**config.mk**
```make
export PLATFORM = sky130hd
export DESIGN_NAME = eb_src
export DESIGN_NICKNAME = d
export VERILOG_FILES = /design/src/rtl/eb_src.sv
export SDC_FILE = /design/constraint.sdc
export NUM_CORES = 1
export LEC_CHECK = 0
export ABC_CLOCK_PERIOD_IN_PS = 4750
export CORE_MARGIN = 1
export CORE_UTILIZATION = 35
export DETAILED_ROUTE_END_ITERATION = 16
export PLACE_DENSITY_LB_ADDON = 0.1
export SLEW_MARGIN = 20
export SYNTH_ARGS = -nofsm -noshare
export SYNTH_HDL_FRONTEND = slang
export SYNTH_SLANG_ARGS = --single-unit
export TNS_END_PERCENT = 10
```
**constraint.sdc**
```tcl
create_clock -name clk -period 4.75 [get_ports clk]
set_input_delay 0.95 -clock clk [delete_from_list [all_inputs] [get_ports clk]]
set_output_delay 0.95 -clock clk [all_outputs]
set_load 0.1 [all_outputs]
```
**src/rtl/eb_src.sv**
```systemverilog
// Burst source: emits len words (base, base+1, ...) on a req/ack port,
// optionally inserting one-cycle LFSR-driven bubbles between words.
module eb_src #(
  parameter int W  = 32,
  parameter int LW = 16
) (
  input  logic          clk,
  input  logic          reset,
  input  logic          start,
  input  logic [LW-1:0] len,
  input  logic [W-1:0]  base,
  input  logic [15:0]   seed,
  input  logic          gap_en,
  output logic [W-1:0]  i_dat,
  output logic          i_req,
  input  logic          i_ack,
  output logic          busy,
  output logic          done,
  output logic [LW-1:0] sent,
  output logic [1:0]    o_state
);

  localparam logic [1:0] S_IDLE = 2'd0;
  localparam logic [1:0] S_SEND = 2'd1;
  localparam logic [1:0] S_GAP  = 2'd2;
  localparam logic [1:0] S_DONE = 2'd3;

  localparam logic [15:0]   LFSR_DFLT = 16'hACE1;
  localparam logic [LW-1:0] REM_LAST  = {{(LW-1){1'b0}}, 1'b1};
  localparam logic [W-1:0]  DAT_ONE   = {{(W-1){1'b0}}, 1'b1};

  logic [1:0]    r_state;
  logic [W-1:0]  r_dat;
  logic [LW-1:0] r_rem;
  logic [LW-1:0] r_sent;
  logic [15:0]   r_lfsr;
  logic          r_gap_en;

  logic          w_xfer;
  logic [15:0]   w_lfsr_next;

  // Handshake: a word moves on a rising edge where i_req and i_ack are both
  // high; once raised, i_req and i_dat hold until that edge.
  assign w_xfer      = (r_state == S_SEND) && i_ack;
  assign w_lfsr_next = {r_lfsr[14:0], r_lfsr[15] ^ r_lfsr[13] ^ r_lfsr[12] ^ r_lfsr[10]};

  always_ff @(posedge clk or posedge reset) begin
    if (reset) begin
      r_state  <= S_IDLE;
      r_dat    <= '0;
      r_rem    <= '0;
      r_sent   <= '0;
      r_lfsr   <= LFSR_DFLT;
      r_gap_en <= 1'b0;
    end else begin
      case (r_state)
        S_IDLE: begin
          if (start) begin
            r_sent <= '0;
            if (len != '0) begin
              r_rem    <= len;
              r_dat    <= base;
              r_lfsr   <= (seed == 16'h0000) ? LFSR_DFLT : seed;
              r_gap_en <= gap_en;
              r_state  <= S_SEND;
            end else begin
              r_state <= S_DONE;
            end
          end
        end
        S_SEND: begin
          if (w_xfer) begin
            r_dat  <= r_dat + DAT_ONE;
            r_sent <= r_sent + REM_LAST;
            r_rem  <= r_rem - REM_LAST;
            r_lfsr <= w_lfsr_next;
            // Bubble decision uses the LFSR value before this step.
            if (r_rem == REM_LAST)
              r_state <= S_DONE;
            else if (r_gap_en && r_lfsr[0])
              r_state <= S_GAP;
          end
        end
        S_GAP:   r_state <= S_SEND;
        S_DONE:  r_state <= S_IDLE;
        default: r_state <= S_IDLE;
      endcase
    end
  end

  assign i_dat   = r_dat;
  assign i_req   = (r_state == S_SEND);
  assign busy    = (r_state != S_IDLE);
  assign done    = (r_state == S_DONE);
  assign sent    = r_sent;
  assign o_state = r_state;

endmodule
```
Yosys cells after proc, flatten, opt, wreduce, memory -nomap -nowiden:

Index checks and enable logic that the tools add are counted.

* bits in registers: 83
* input bits: 69
* output and inout port bits: 53
* word-level logic and storage cells: 53

* add/subtract/negate cells: 3
* eq/ne operators: 8
* muxes and demuxes: 22
* bitwise operators: 3
* reduce and logical (&&, ||, !) cells: 11

Operators with widths (number)
* 16-bit 2-to-1 mux: 9
* 32-bit 2-to-1 mux: 3
* 16-bit case mux with 2 select lines: 3
* 32-bit case mux with 2 select lines: 1
* 32-bit by 1-bit adder with 32-bit output, second input constant: 1
* 16-bit by 1-bit adder with 16-bit output, second input constant: 1
* 16-bit by 1-bit equality test with 1-bit output, second input constant: 1
* 16-bit logical NOT: 1
* 16-bit nonzero test: 1
* 16-bit by 1-bit subtractor with 16-bit output, second input constant: 1
* 2-bit 2-to-1 mux: 5
* 3-bit AND reduction: 3
* 2-bit case mux with 4 select lines: 1
* 2-bit equality test, second input constant: 2
* 2-bit != test, second input constant: 2
* 4-bit AND reduction: 1
* 2-bit nonzero test: 2
* 3-bit by 1-bit != test with 1-bit output, second input constant: 1
* 1-bit XOR: 3
* 2-bit by 1-bit equality test with 1-bit output, second input constant: 1
* 1-bit logical AND: 2
* 2-bit logical NOT: 1
* 2-bit by 1-bit != test with 1-bit output, second input constant: 1

Depth between registers and ports, before layout:

* depth in word-level cells: 5
* depth in mapped cells: 8
* gate-level depth less buffers: 7

Worst setup path before layout:

Ideal clock, no wire load.

* path type: register to output
* from: reg r_state[0] (netlist: o_state[0])
* to: out done
* data arrival time: 2.552 ns
* required time: 3.800 ns
* slack: 1.248 ns
* cell stages (with the launch flop): 3
* path buffers: 0
* cells stage by stage: dfrtp_1 > inv_1 > nor2_1

* word-level cells in the longest chain between the ends: 1

Ends and longest elaborated chain
* start, declared: RTL line 32 `logic [1:0] r_state;`
* start signal, assigned: RTL line 49 `r_state <= S_IDLE;`
* start signal, assigned: RTL line 65 `r_state <= S_SEND;`
* start signal, assigned: RTL line 67 `r_state <= S_DONE;`
* 2-bit equality test: RTL line 94 `assign done = (r_state == S_DONE);`
* end, declared: RTL line 18 `output logic done,`

Every way passes these cells.

Worst setup path after layout:

Ends and elaborated chain as after synthesis.

==> run summary <==
The area of the die came out at 14400 sq um. In the final layout, the multi-input gates occupy 2520 sq um. The first detailed-routing pass ran for 5 iterations. The die is 120 microns tall. The post-synthesis instance total is 557. The number of hold-slack violations in the final timing report is 0. The startpoint of the worst register-to-register path is o_state[0]$_DFFE_PP0P_. The number of enable-type register cells in the synthesized netlist is 0.

The number of remaining DRC errors came out at 0. The clock slew at the register clock pins of the worst setup and hold paths is 0.06 ns. The count of buffering cells on the critical path with inverters included came out at 2. The critical path in this run is classified as flop to output pin. The via count of the first global-routing pass is 4454.

The worst-skew pair later-pin latency is 0.34 ns. The residual overflow from global routing came out at 0. Power spread over the standard cell area amounts to 847 nW/um^2.

The area of all placed cells without fillers is 6480 sq um. Adding up every negative setup slack in the final design gives 0 ns. The combinational fraction of design power is 59.4%. The clock period minus worst slack is 3.26 ns. The pin count of the biggest net entering global routing is 77. The flow ran to the end, and the final reports show no timing, DRC or antenna violations. The number of buffers added to fix hold violations after cts is 0.

The number of fill cells is 1326. Derived from the worst setup path, the maximum achievable clock frequency is 0.307 GHz. Walking the worst path, the cells encountered are inv_1, nor2_1, clkdlybuf4s50_1. The wire length of the first global-routing pass is 22.2 mm. The sum of routed wire length over all layers is 13.7 mm. The tightest min-delay check is of the flop to flop type. The worst setup path is launched from a flop.

The library cells used most frequently in the layout, excluding fill and tap cells, are 120 x sky130_fd_sc_hd__clkdlybuf4s50_1, 75 x sky130_fd_sc_hd__dfrtp_1, 61 x sky130_fd_sc_hd__nor2_1. The number of buffers between clock root and the deepest sink came out at 2. The synthesized netlist occupies a cell area of 4870 sq um. Port buffering added 121 buffers. The number of register bits inferred by synthesis came out at 83.

The CTS sink count is 83. The number of buffers created by CTS came out at 9. The slowest cell on the critical path is sky130_fd_sc_hd__clkdlybuf4s50_1.

Between clock sinks in the finished design, the worst skew comes to 0.00371 ns. The delay of the slowest cell on the worst path came out at 1.13 ns. The relative contribution of sequential cells to total power is 25.3%.

The worst setup path is captured at an output pin. The Yosys step of the flow raised 0 warnings. The transition at the pin with the smallest max-transition slack is 1.03 ns.

The post-cts repair resize count came out at 0. The family of cells with the greatest summed delay on the critical path is buffers and inverters. The area inside the core boundary came out at 13400 sq um. The sequential element share of the synthesized area is 42.9%. The proportion of total power due to net switching came out at 53.7%. The analysis attributes to cell leakage a power of 2.51 nW. Of the total power, the clock network draws 15.3%. Of the available clock period, the critical path in the final layout requires 68.5%.

The area overhead of the layout relative to synthesis came out at 33.1%. The total nets after synthesis is 630. The async set or reset register ratio after synthesis came out at 100%. The total number of vias came out at 4616. Setup violations remaining at the end of the flow were counted as 0.

The relative slew slack is 31.4%. The post-CTS setup buffer count came out at 0. The end point of the critical path is done. The number of antenna violations at the first check in global routing came to 0.

After synthesis, the mean cell area works out to 8.74 sq um. The total design power came out at 0.00549 W. In this run the remaining antenna-violating nets after routing total 0.

TritonCTS built the clock tree. Setup repair after global routing left no endpoint under its margin. STA puts the critical path data arrival time at 2.31 ns.

For this run, the post-layout net count is 730. Global routing used 19.5% of the available tracks across all layers. The startpoint of the worst setup timing path is o_state[0]$_DFFE_PP0P_. The via density per instance came out at 5.51. The top fanout value on the critical path came out at 6.

The ratio of cells with drive above 1 in the final layout came out at 7.40%. The setup slack on the worst flop-to-flop path came out at 1.80 ns. Pin placement for this block handled 122 I/O pins.

The initial cell density of the core is 36.3%. The main flop type after synthesis is sky130_fd_sc_hd__dfrtp_1. The critical path runs through a total of 3 cells. The tree is rooted in a sky130_fd_sc_hd__clkbuf_16. The endpoint identified for the worst register-to-register timing path is i_dat[24]$_DFFE_PP0P_.

The placed standard-cell area is 6110 sq um. The power spent charging and discharging nets is 0.00295 W. The wire-length estimate of the detail-placed layout is 9.41 mm.

The worst-case IR drop observed on VDD is 0.606 mV. The first-iteration detailed-routing DRC count came out at 245. For the worst flop-to-flop path, the logic depth is 7.

In the final layout, flip-flops and latches occupy 2090 sq um. The count of inserted antenna diode cells is 0. The required time reported for the critical path endpoint is 3.80 ns. The tool flagged a number of max-cap violations equal to 0. The number of slew-limit violations in the final report was 0.

The clock tree synthesis step divided the H-tree into 3 levels. The most common cell after layout, fill and taps aside is sky130_fd_sc_hd__clkdlybuf4s50_1. The post-synthesis cell type count came out at 60. The final weighted congestion in routability-driven placement is 0.774. The floorplan has 42 rows.

The width of the chip is 120 microns. The internal portion of total power is 0.00254 W. In the final routed layout, each cell accounts on average for 16.3 microns.
## logic make-up (layout without fill, tap and decap cells)
group	after synthesis	count (layout)	share of synthesized area, %
AOI/OAI and AO/OA	185	185	24.5
xor gates and xnor gates	15	15	2.70
adders and majority gates	4	4	1.03
buffers and inverters	49	154	5.58
DFF	83	83	42.9
muxes	4	4	0.951
and+or+nand+nor	217	217	22.4
## power by group through the flow
stage / clock network [W] / logic (W) / registers, W
after floorplan: 0 / 0.00155 / 0.00242
after global placement: 0 / 0.00322 / 0.00138
after detailed placement: 0 / 0.00327 / 0.00139
after CTS: 0.000859 / 0.00327 / 0.00138
after global routing: 0.000886 / 0.00350 / 0.00144
final: 0.000839 / 0.00326 / 0.00139
## cell type report
| class | instances | share of cell area (%) |
|---|---|---|
| clock buffer | 12 | 4.11 |
| sequential | 83 | 32.2 |
| inverter | 12 | 0.715 |
| timing repair buffer | 126 | 19.2 |
| multi-input combinational | 425 | 38.9 |
| clock inverter | 4 | 1.47 |
| tap | 176 | 3.40 |
## synth_stat cells (5+ instances only)
cell,instances,area share (%)
sky130_fd_sc_hd__dfrtp_1,75,39
sky130_fd_sc_hd__nor2_1,61,4.7
sky130_fd_sc_hd__nand2_1,56,4.3
sky130_fd_sc_hd__a21oi_1,47,4.8
sky130_fd_sc_hd__o21ai_0,40,4.1
sky130_fd_sc_hd__o22ai_1,21,2.7
sky130_fd_sc_hd__a2bb2oi_1,16,2.9
sky130_fd_sc_hd__a31oi_1,16,2.1
sky130_fd_sc_hd__nand3_1,16,1.6
sky130_fd_sc_hd__nand4_1,16,2.1
sky130_fd_sc_hd__buf_2,14,1.4
sky130_fd_sc_hd__nor4_1,14,1.8
sky130_fd_sc_hd__inv_1,12,0.93
sky130_fd_sc_hd__and3_1,11,1.4
sky130_fd_sc_hd__clkbuf_1,11,0.85
sky130_fd_sc_hd__nor3_1,10,1.0
sky130_fd_sc_hd__xnor2_1,10,1.8
sky130_fd_sc_hd__o22a_1,9,1.6
sky130_fd_sc_hd__dfstp_2,8,4.3
sky130_fd_sc_hd__and2_1,7,0.90
sky130_fd_sc_hd__buf_6,7,1.6
sky130_fd_sc_hd__a22oi_1,5,0.77
sky130_fd_sc_hd__xor2_1,5,0.90
## through the flow
| stage | setup WS (ns) | utilization, % | hold slack [ns] | std cells |
|---|---|---|---|---|
| floorplan | 1.25 | - | 0.459 | 557 |
| global placement | 1.32 | 45.6 | 0.468 | 822 |
| detailed placement | 1.34 | 45.6 | 0.473 | 822 |
| CTS | 1.52 | 48.3 | 0.485 | 838 |
| global route | 1.42 | 48.3 | 0.513 | 838 |
| finish | 1.49 | 48.3 | 0.484 | 838 |
## flip-flops by register name (all words and copies together), names as in the netlist
name      flops
i_dat        32
sent         16
r_lfsr       16
o_state       2
r_rem        16
r_gap_en      1
## routing by layer
| layer | GRT usage [%] | wire (microns) | part of all wire [%] | vias to the layer above |
|---|---|---|---|---|
| li1 | - | - | - | 2264 |
| met3 | 2.85 | 611 | 4.5 | 18 |
| met2 | 31.7 | 6500 | 48 | 133 |
| met4 | 7.97 | 240 | 1.8 | 0 |
| met1 | 25.9 | 6330 | 46 | 2201 |
| met5 | 0 | 0 | 0 | - |
## worst min-delay path by stage
stage | startpoint | to | cells past startpoint
final | r_lfsr[5]$_DFFE_PP1P_ | r_lfsr[5]$_DFFE_PP1P_ | 2
after global routing | r_lfsr[7]$_DFFE_PP1P_ | r_lfsr[7]$_DFFE_PP1P_ | 2
after CTS | r_lfsr[5]$_DFFE_PP1P_ | r_lfsr[5]$_DFFE_PP1P_ | 2
after detailed placement | r_lfsr[7]$_DFFE_PP1P_ | r_lfsr[7]$_DFFE_PP1P_ | 2
after global placement | r_lfsr[6]$_DFFE_PP1P_ | r_lfsr[6]$_DFFE_PP1P_ | 2
after floorplan | r_lfsr[5]$_DFFE_PP1P_ | r_lfsr[5]$_DFFE_PP1P_ | 2
## tightest hold or removal path: stages, from the launching register on
cell	delay (ns)
sky130_fd_sc_hd__dfstp_2	0.37
sky130_fd_sc_hd__nand2_1	0.04
sky130_fd_sc_hd__o21ai_0	0.07
No activity file was read; power rests on OpenSTA's default activity.
==> RTL change (same settings) <==
The parameter `LW` goes from 16 to 32.
--- a/src/rtl/eb_src.sv
+++ b/src/rtl/eb_src.sv
@@ -4,3 +4,3 @@
   parameter int W  = 32,
-  parameter int LW = 16
+  parameter int LW = 32
 ) (
Ports: changed (resized len and sent); port bits go from 122 to 154. No check against the original RTL was run, so the function may have changed too.
==> RTL change against the unedited design <==
  * Sequential cell count grew 32
  * Critical path type is now in2reg
  * Combinational power grew 15%
  * Synthesized area is 38% higher
  * Wire length is 49% higher
  * Count of clock-buffer cells in the layout up 10
  * Sequential power increased by 35%
  * Clock power up 53%
  * Design area is 40% higher
  * Power is 26% higher
  * Worst setup slack got worse by 0.10 ns
==> RTL change: results (changes against the unedited design) <==
| Metric | Value |
|---|---|
| Worst vdd ir | 0.469 mV (was 0.606 mV) |
| Leak | 3.52 nW (was 2.51 nW) |
| Count of cell types in the netlist | 63 (was 60) |
| Register area share after synthesis | 43.1% (was 42.9%) |
| TritonCTS Buffers | 17 (was 9) |
| Largest net degree at the start of global routing | 85 (was 77) |
| Placed cells | 1,132 (was 822) |
| Starting DRT DRC Count | 422 (was 245) |
| Global-route wire length before repair | 33,800 um (was 22,200 um) |
| Met1 usage | 30.1% (was 25.9%) |
| Vias in the first global route | 6,372 (was 4,454) |
| Mean post-synth cell area | 8.57 um^2 (was 8.74 um^2) |
| Met3 global-route usage | 3.28% (was 2.85%) |
| Hold WS | 0.482 ns (was 0.484 ns) |
| Final Skew | 0.00931 ns (was 0.00371 ns) |
| Worst reg-to-reg path cell count | 6 (was 7) |
| DR vias | 6,554 (was 4,616) |
| HPWL Detailed | 14,000 um (was 9410 um) |
| Syn_nets | 871 (was 630) |
| Worst relative slew slack | 33.0% (was 31.4%) |
| Synth top cells by count | dfrtp_1 (107), nand2_1 (81), nor2_1 (80) (was dfrtp_1 (75), nor2_1 (61), nand2_1 (56)) |
| Status | finished clean (unchanged) |
| Dominant cells by area after synthesis | dfrtp_1 (40%), a21oi_1 (4.7%), o21ai_0 (4.7%) (was dfrtp_1 (39%), a21oi_1 (4.8%), nor2_1 (4.7%)) |
| CTS H-Tree Depth | 4 (was 3) |
| Crit start category | input pin (was register) |
| R2r endpoint | r_rem[20] (was i_dat[24]) |
| Worst Hold End | r_lfsr[6] (was r_lfsr[5]) |
| Cell Count, Final, Fillers Out | 1,164 (was 838) |
[RTL change: cell types whose count changed after synthesis, moves of 8 or more]
cell	delta
nand2_1	+25
nor4_1	+8
xor2_1	+11
o21ai_0	+23
clkbuf_1	+24
a21oi_1	+16
nor2_1	+19
dfrtp_1	+32
nor3_1	+11
nand3_1	+20
nand4_1	+11
[RTL change: area by class of cell]
cell class	instances	area share, %
multi-input cells	602	39.6
clock buffers	22	5.34
flip-flops and latches	115	31.9
well taps	234	3.23
clock inverters	10	1.16
repair buffers	167	18.2
inverters	14	0.621
[RTL change: where the power goes]
part	switching, mW	leakage, nW	total [mW]	internal, mW
Sequential	0.486	1.39	1.87	1.38
Combinational	2.62	1.83	3.74	1.12
Clock	0.463	0.291	1.28	0.822
[RTL change: kinds of logic after synthesis]
group                      synth area share (%)
muxes                                     0.915
buffers and inverters                      3.83
xor gates and xnor gates                   3.01
adders and majority gates                 0.747
DFF                                        43.1
and+or+nand+nor                            25.3
AOI/OAI and AO/OA                          23.1
[RTL change: through the flow]
stage | area (um^2) | power (mW)
floorplan | 6700 | 4.66
global placement | 8470 | 5.61
detailed placement | 8470 | 5.63
CTS | 9060 | 6.93
global route | 9060 | 7.35
finish | 9060 | 6.90
[RTL change: critical path, cell delays in order]
cell and delay (ns):
clkdlybuf4s50_1 0.55, mux2i_1 0.21, nor2_1 0.38, o31a_2 0.83
buf_4 0.42, o21ai_0 0.13, o2bb2ai_1 0.16
[RTL change: worst max path at each step]
stage,start,end,slack [ns],depth (start not counted)
2_1_floorplan,reset,i_dat[0],0.77,1
3_3_place_gp,len[14],i_dat[30],0.98,7
3_5_place_dp,len[13],i_dat[30],0.96,7
4_1_cts,o_state[0],busy,1.37,3
5_1_grt,start,i_dat[4],1.12,7
6_report,i_ack,r_rem[20],1.39,7
[RTL change: per-layer routing]
layer / part of all wire (%) / vias to the layer above / wire length, um
met5: 0 / - / 0
met1: 48 / 3182 / 9860
met3: 3.7 / 17 / 759
met4: 1.4 / 0 / 294
li1: - / 3199 / -
met2: 46 / 156 / 9430
